File: src/rtl/ex_mem_reg_pkg.sv
// Shared pipeline constants for the EX/MEM boundary of the MIPS32 core.
// Widths follow the core's RegBus/RegAddrBus/AluOpBus conventions.
package ex_mem_reg_pkg;

    localparam logic [31:0] ZERO_WORD     = 32'h0000_0000;
    localparam logic [4:0]  NOP_REG_ADDR  = 5'b00000;
    localparam logic [7:0]  EXE_NOP_OP    = 8'b0000_0000;
    localparam logic [7:0]  EXE_LW_OP     = 8'b1110_0011;
    localparam logic        WRITE_ENABLE  = 1'b1;
    localparam logic        WRITE_DISABLE = 1'b0;
    localparam logic        STOP          = 1'b1;
    localparam logic        NO_STOP       = 1'b0;

    // Stall vector bit positions.
    localparam int STALL_EX  = 3;
    localparam int STALL_MEM = 4;

endpackage

File: src/rtl/ex_mem_reg_ctl_dff.sv
// Width-parameterised pipeline register with rst/flush/bubble/hold controls.
// Bubble and advance each load a caller-chosen value so one cell serves both bundles.
module pipe_ctl_dff #(
    parameter int W = 8
) (
    input  logic         clk,
    input  logic         rst,
    input  logic         flush,
    input  logic         bubble,
    input  logic         hold,
    input  logic [W-1:0] adv_d_i,
    input  logic [W-1:0] bub_d_i,
    output logic [W-1:0] q_o
);

    logic [W-1:0] q_q;
    logic [W-1:0] q_d;

    always_comb begin
        q_d = q_q;
        if (rst || flush)
            q_d = '0;
        else if (bubble)
            q_d = bub_d_i;
        else if (!hold)
            q_d = adv_d_i;
    end

    always_ff @(posedge clk) begin
        q_q <= q_d;
    end

    assign q_o = q_q;

endmodule

File: src/rtl/ex_mem_reg.sv
// EX/MEM pipeline register: registers EX results toward MEM, and recirculates
// the MADD/MSUB partial product and cycle count to EX while EX is stalled.
module ex_mem_reg
    import ex_mem_reg_pkg::*;
#(
    parameter int DW  = 32,
    parameter int AW  = 5,
    parameter int OPW = 8,
    parameter int STW = 6
) (
    input  logic            clk,
    input  logic            rst,
    input  logic [STW-1:0]  stall,
    input  logic            flush,

    input  logic            ex_we,
    input  logic [AW-1:0]   ex_w_addr,
    input  logic [DW-1:0]   ex_w_data,
    input  logic [DW-1:0]   ex_hi,
    input  logic [DW-1:0]   ex_lo,
    input  logic            ex_hilo,
    input  logic [OPW-1:0]  ex_aluop,
    input  logic [DW-1:0]   ex_mem_addr,
    input  logic [DW-1:0]   ex_reg2,
    input  logic            ex_cp0_reg_we,
    input  logic [4:0]      ex_cp0_reg_write_addr,
    input  logic [DW-1:0]   ex_cp0_reg_data,
    input  logic [31:0]     ex_excepttype,
    input  logic            ex_is_in_delayslot,
    input  logic [DW-1:0]   ex_current_inst_address,
    input  logic [2*DW-1:0] hilo_i,
    input  logic [1:0]      cnt_i,

    output logic            mem_we,
    output logic [AW-1:0]   mem_w_addr,
    output logic [DW-1:0]   mem_w_data,
    output logic [DW-1:0]   mem_hi,
    output logic [DW-1:0]   mem_lo,
    output logic            mem_hilo,
    output logic [OPW-1:0]  mem_aluop,
    output logic [DW-1:0]   mem_mem_addr,
    output logic [DW-1:0]   mem_reg2,
    output logic            mem_cp0_reg_we,
    output logic [4:0]      mem_cp0_reg_write_addr,
    output logic [DW-1:0]   mem_cp0_reg_data,
    output logic [31:0]     mem_excepttype,
    output logic            mem_is_in_delayslot,
    output logic [DW-1:0]   mem_current_inst_address,
    output logic [2*DW-1:0] hilo_o,
    output logic [1:0]      cnt_o
);

    localparam int MW = 1 + AW + DW + DW + DW + 1 + OPW + DW + DW
                      + 1 + 5 + DW + 32 + 1 + DW;
    localparam int HW = 2 * DW + 2;

    logic bubble;
    logic hold;
    logic [MW-1:0] ex_bus;
    logic [MW-1:0] mem_bus;
    logic [HW-1:0] acc_bus;
    logic unused_stall;

    // stall[4] without stall[3] is not a legal ctrl output; it falls through to advance.
    assign bubble = stall[STALL_EX] & ~stall[STALL_MEM];
    assign hold   = stall[STALL_EX] &  stall[STALL_MEM];
    assign unused_stall = ^{stall[STW-1:STALL_MEM+1], stall[STALL_EX-1:0]};

    assign ex_bus = {ex_we, ex_w_addr, ex_w_data, ex_hi, ex_lo, ex_hilo, ex_aluop,
                     ex_mem_addr, ex_reg2, ex_cp0_reg_we, ex_cp0_reg_write_addr,
                     ex_cp0_reg_data, ex_excepttype, ex_is_in_delayslot,
                     ex_current_inst_address};

    // A bubble zeroes every field, so MEM sees a NOP with PC 0 and no write enables.
    pipe_ctl_dff #(.W(MW)) u_mem_bus (
        .clk     (clk),
        .rst     (rst),
        .flush   (flush),
        .bubble  (bubble),
        .hold    (hold),
        .adv_d_i (ex_bus),
        .bub_d_i ({MW{1'b0}}),
        .q_o     (mem_bus)
    );

    // Accumulator state only lives across a bubble; advancing clears it.
    pipe_ctl_dff #(.W(HW)) u_acc (
        .clk     (clk),
        .rst     (rst),
        .flush   (flush),
        .bubble  (bubble),
        .hold    (hold),
        .adv_d_i ({HW{1'b0}}),
        .bub_d_i ({hilo_i, cnt_i}),
        .q_o     (acc_bus)
    );

    assign {mem_we, mem_w_addr, mem_w_data, mem_hi, mem_lo, mem_hilo, mem_aluop,
            mem_mem_addr, mem_reg2, mem_cp0_reg_we, mem_cp0_reg_write_addr,
            mem_cp0_reg_data, mem_excepttype, mem_is_in_delayslot,
            mem_current_inst_address} = mem_bus;
    assign {hilo_o, cnt_o} = acc_bus;

`ifndef SYNTHESIS
    a_stall_combo: assert property (@(posedge clk) disable iff (rst || flush)
        !(stall[STALL_MEM] && !stall[STALL_EX]))
        else $error("ex_mem_reg: stall[4] set without stall[3]");
`endif

endmodule

File: config.mk
export PLATFORM = sky130hd
export DESIGN_NAME = ex_mem_reg
export DESIGN_NICKNAME = d
export VERILOG_FILES = /design/src/rtl/ex_mem_reg_pkg.sv /design/src/rtl/ex_mem_reg_ctl_dff.sv /design/src/rtl/ex_mem_reg.sv
export SDC_FILE = /design/constraint.sdc
export NUM_CORES = 1
export LEC_CHECK = 0
export BUFFER_PORTS_ARGS = -buffer_cell sky130_fd_sc_hd__buf_2
export CELL_PAD_IN_SITES_DETAIL_PLACEMENT = 1
export CELL_PAD_IN_SITES_GLOBAL_PLACEMENT = 2
export CORE_AREA = 2 2 272 274
export CTS_CLUSTER_DIAMETER = 100
export DETAILED_ROUTE_END_ITERATION = 12
export DIE_AREA = 0 0 274 276
export PLACE_DENSITY = 0.59
export SLEW_MARGIN = 20
export SYNTH_ARGS = -nofsm -noshare
export SYNTH_HDL_FRONTEND = slang
export SYNTH_SLANG_ARGS = --single-unit
File: constraint.sdc
create_clock -name clk -period 1.15 [get_ports clk]
set_input_delay 0.115 -clock clk [delete_from_list [all_inputs] [get_ports clk]]
set_output_delay 0.115 -clock clk [all_outputs]
set_load 0.01 [all_outputs]
---- Word-level counts from Yosys, hierarchy flattened ----
Index checks and enable logic that the tools add are counted.
storage, ports and cells
  flip-flop bits (word level) ............. 344
  input bits .............................. 353
  output and inout port bits .............. 344
  word-level logic and storage cells ...... 10
cells by class
  eq/ne operators ......................... 1
  muxes and demuxes ....................... 2
  bitwise operators ....................... 3
  reduce and logical (&&, ||, !) cells .... 2
operators by type and width
  cell                count
  $mux 66             2
  $and 1x1->1         2
  $ne 2x2->1 const B  1
  $reduce_or 2->1     1
  $logic_or 1x1->1    1
  $not 1->1           1

---- Longest topological paths before layout ----
  word-level depth ........................ 3
  gate-level depth with buffers ........... 5
  mapped depth without buffers ............ 2

---- Modules after synthesis ----
A second synthesis with hierarchy kept.
second synthesis, totals
  cell total of the unflattened synthesis .. 1532
  area total of the unflattened synthesis .. 18252.5 µm²
modules (own cells, without submodules)
  module                     instances  cells each  area an instance (µm²)
  pipe_ctl_dff at u_mem_bus  1          1236        14775.4
  pipe_ctl_dff at u_acc      1          293         3457.1
  ex_mem_reg                 1          3           20.0

---- Least setup slack after synthesis ----
No wires, ideal clock.
  path kind ............................... input-to-reg
  start point ............................. in stall[3]
  end point ............................... reg u_acc.q_q[63] (netlist: u_acc.q_o[63])
  arrival ................................. 1.006 ns
  data required time ...................... 1.086 ns
  path slack .............................. 0.080 ns
  stages .................................. 5
  buffers on the path ..................... 3
  cell sequence ........................... buf_2 or3b_1 buf_4 buf_6 nor2_1
on the way
  cells in the longest elaborated chain, start to end .. 2
  elaborated cells on any way between the ends .. 4
  classes of those cells .................. eq/ne (1); mux (1); bitwise (2)
ends and longest elaborated chain
  element                                          line                                source
  from (decl)                                      ex_mem_reg.sv:13                    input logic [STW-1:0] stall,
  $and 1x1->1, on equally long branches            ex_mem_reg.sv:65, ex_mem_reg.sv:66
  $ne 2x2->1 (no line) or $mux 66 (tied branches)  -
  to (signal assigned)                             ex_mem_reg_ctl_dff.sv:30            q_q <= q_d;
  to (decl)                                        ex_mem_reg_ctl_dff.sv:16            logic [W-1:0] q_q;
Several ways; a longest one is shown, not always the timed one.
A chain may end at the register's enable or synchronous reset.

---- Worst setup path in the final report ----
  start point ............................. reg u_mem_bus.q_q[271] (netlist: u_mem_bus.q_o[271])
  end point ............................... out mem_w_data[31]
RTL lines
  element                 line                      source
  from (decl)             ex_mem_reg_ctl_dff.sv:16
  from (signal assigned)  ex_mem_reg_ctl_dff.sv:30
  to (decl)               ex_mem_reg.sv:36          output logic [DW-1:0] mem_w_data,
No word-level cell between the ends.

==> flow_metrics.env <==
export IMPL_status="complete, no violations"
export IMPL_cts_tree="built"
export IMPL_worstPathMaxFanout=2
export IMPL_dieHeight_um=276
export IMPL_overflow=0
export IMPL_period_share_pct=99.74
export IMPL_instances_no_fill=3532
export IMPL_dp_cells=3032
export IMPL_clkPwrFrac_pct=46.0
export IMPL_cts_root_buf="clkbuf_16"
export IMPL_io_pins=697
export IMPL_rsz0062_at_grt="true"
export IMPL_p_int_w=0.02383
export IMPL_maxSlewHeadroom_pct=82.00
export IMPL_drt_iter0_markers=416
export IMPL_io_buffer_count=692
export IMPL_multi_input_area_um2=5448
export IMPL_worstPathRequired_ps=1030
export IMPL_gp_congestion=0.7715
export IMPL_ant_nets=0
export IMPL_cts_buffer_depth=3
export IMPL_syn_area_per_cell_um2=8.910
export IMPL_cts_buffers=45
export IMPL_placed_area_um2=17920
export IMPL_regArea_um2=7330
export IMPL_vias=14580
export IMPL_hold_ws_ps=50.98
export IMPL_drv_cap=0
export IMPL_syn_area_um2=12920
export IMPL_p_seq_share_pct=39.9
export IMPL_p_total_w=0.03147
export IMPL_path_cells="buf_6"
export IMPL_grt_max_degree=51
export IMPL_fillCellCount=8367
export IMPL_finalSetupViolCount=0
export IMPL_grt_pass1_wl_um=91150
export IMPL_setup_ws_ps=3.021
export IMPL_drc=0
export IMPL_final_hold_viol_count=0
export IMPL_critical_path_class="reg -> out"
export IMPL_cts_sinks=344
export IMPL_start_util_pct=17.80
export IMPL_grt_usage_pct=15.19
export IMPL_die_w_um=274
export IMPL_wl_um=60600
export IMPL_critPathMaxStageDelay_ps=360
export IMPL_fin_area_um2=26050
export IMPL_syn_inst=1450
export IMPL_end_kind="output port"
export IMPL_dpl_hpwl_um=42170
export IMPL_mostFrequentLayoutCell="dlygate4sd3_1"
export IMPL_ys_seq_area_share_pct=53.30
export IMPL_h_tree_depth=2
export IMPL_ys_ff_latch=344
export IMPL_via_per_inst=4.129
export IMPL_worst_slew_pin_slew_ps=270.0
export IMPL_pwr_share_comb_pct=14.2
export IMPL_grt_pass1_vias=15890
export IMPL_syn_nets=1803
export IMPL_antenna_found_initial=4
export IMPL_synth_distinct_cells=13
export IMPL_fp_row_count=99
export IMPL_design_die_area_um2=75620
export IMPL_mostFrequentLayoutCells="dlygate4sd3_1, buf_2, buf_6"
export IMPL_coreArea_um2=72590
export IMPL_clk_pin_slew_ps=60
export IMPL_dp_slack_ps=-76.41
export IMPL_final_max_slew_viol_count=0
export IMPL_hp_class="in -> reg"
export IMPL_crit_family="flip-flops"
export IMPL_layout_nets=2893
export IMPL_ys_warnings_count=0
export IMPL_first_pass_iters=4
export IMPL_p_per_area_nw_per_um2=1208
export IMPL_clock_skew_ps=0
export IMPL_worstSkewPairLatency_ps=550
export IMPL_drive_above_1_share_pct=48.54
export IMPL_avgRoutedWirePerCell_um=17.16
export IMPL_syn2layout_area_growth_pct=101.6
export IMPL_p_leak_nw=11.00
export IMPL_fmaxAchievable_mhz=871.9
export IMPL_p_sw_w=0.007641
export IMPL_min_period_ps=1147
export IMPL_worst_setup_path_start_kind="flop"
export IMPL_cpMaxStageDelayCell="dfxtp_4"
export IMPL_regToRegSetupSlack_ps=280
export IMPL_switching_share_pct=24.28
export IMPL_arrival_ps=1030
export IMPL_irDropWorstVdd_mv=0.8331
export IMPL_cp_num_buf_inv=1
## kinds of logic (layout without fill, tap and decap cells)
| kind of cell | count (synthesis) | after routing | synth area share (%) |
|---|---|---|---|
| muxes | 66 | 66 | 5.113 |
| other | 0 | 2 | 0 |
| AOI/OAI and AO/OA | 278 | 278 | 10.77 |
| DFF | 344 | 344 | 53.30 |
| buffers and inverters | 138 | 1259 | 4.552 |
| and+or+nand+nor | 624 | 624 | 26.26 |
## final cells by class
cell class / count / area share [%]
multi-input combinational: 968 / 20.91
tap: 959 / 4.606
clock buffer: 64 / 4.981
timing repair buffer: 1181 / 40.56
antenna: 2 / 0.01921
sequential: 344 / 28.14
clock inverter: 14 / 0.7877
## what timing repair did
| item | CTS | global route |
|---|---|---|
| hold endpoints to repair | 344 | 0 |
| buffers inserted | 25 | 47 |
| setup endpoints to repair | 344 | 328 |
| hold buffers | 348 | 0 |
| pin swaps | 0 | 0 |
| resized for setup | 782 | 2 |
## power groups by stage
stage	combinational, W	clock, W	sequential, W
2_1_floorplan	0.00122	0	0.0128
3_3_place_gp	0.00298	0	0.0127
3_5_place_dp	0.00302	0	0.0127
4_1_cts	0.00442	0.0150	0.0125
5_1_grt	0.00483	0.0155	0.0126
6_report	0.00446	0.0145	0.0125
## metrics by stage
step | util, % | TNS, ps
final | 35.89 | 0
after global routing | 35.89 | -3745
after CTS | 35.39 | -2892
after detailed placement | 24.69 | -2377
after global placement | 24.69 | -1775
after floorplan | - | 0
## layer usage
metal	track usage, %	part of all wire (%)	wire [µm]
met5	0	0.038	23
met4	5.700	3.6	2159
met3	5.237	8.0	4849
met2	27.96	51	31100
met1	15.67	37	22470
## flip-flops by register name, summed over array words and instances (netlist names)
signal,cells
u_acc.q_o,66
u_mem_bus.q_o,278
## worst paths after layout
path | from | endpoint | depth (start not counted)
min | stall[4] | u_mem_bus.q_o[71] | 4
max | u_mem_bus.q_o[271] | mem_w_data[31] | 1
min reg2reg | u_mem_bus.q_o[34] | u_mem_bus.q_o[34] | 2
max reg2reg | u_acc.q_o[4] | u_acc.q_o[4] | 4
## cell usage after synthesis
| cell | number | share of area (%) |
|---|---|---|
| buf_2 | 26 | 1.0 |
| or2_2 | 1 | 0.048 |
| clkbuf_1 | 95 | 2.8 |
| buf_6 | 4 | 0.35 |
| nor2_1 | 66 | 1.9 |
| dfxtp_1 | 344 | 53 |
| buf_1 | 11 | 0.32 |
| or3b_1 | 1 | 0.068 |
| a21oi_1 | 278 | 11 |
| mux2i_1 | 66 | 5.1 |
| nand2b_1 | 278 | 13 |
| nand3_1 | 278 | 11 |
| buf_4 | 2 | 0.12 |
(Power assumes the default switching activity.)
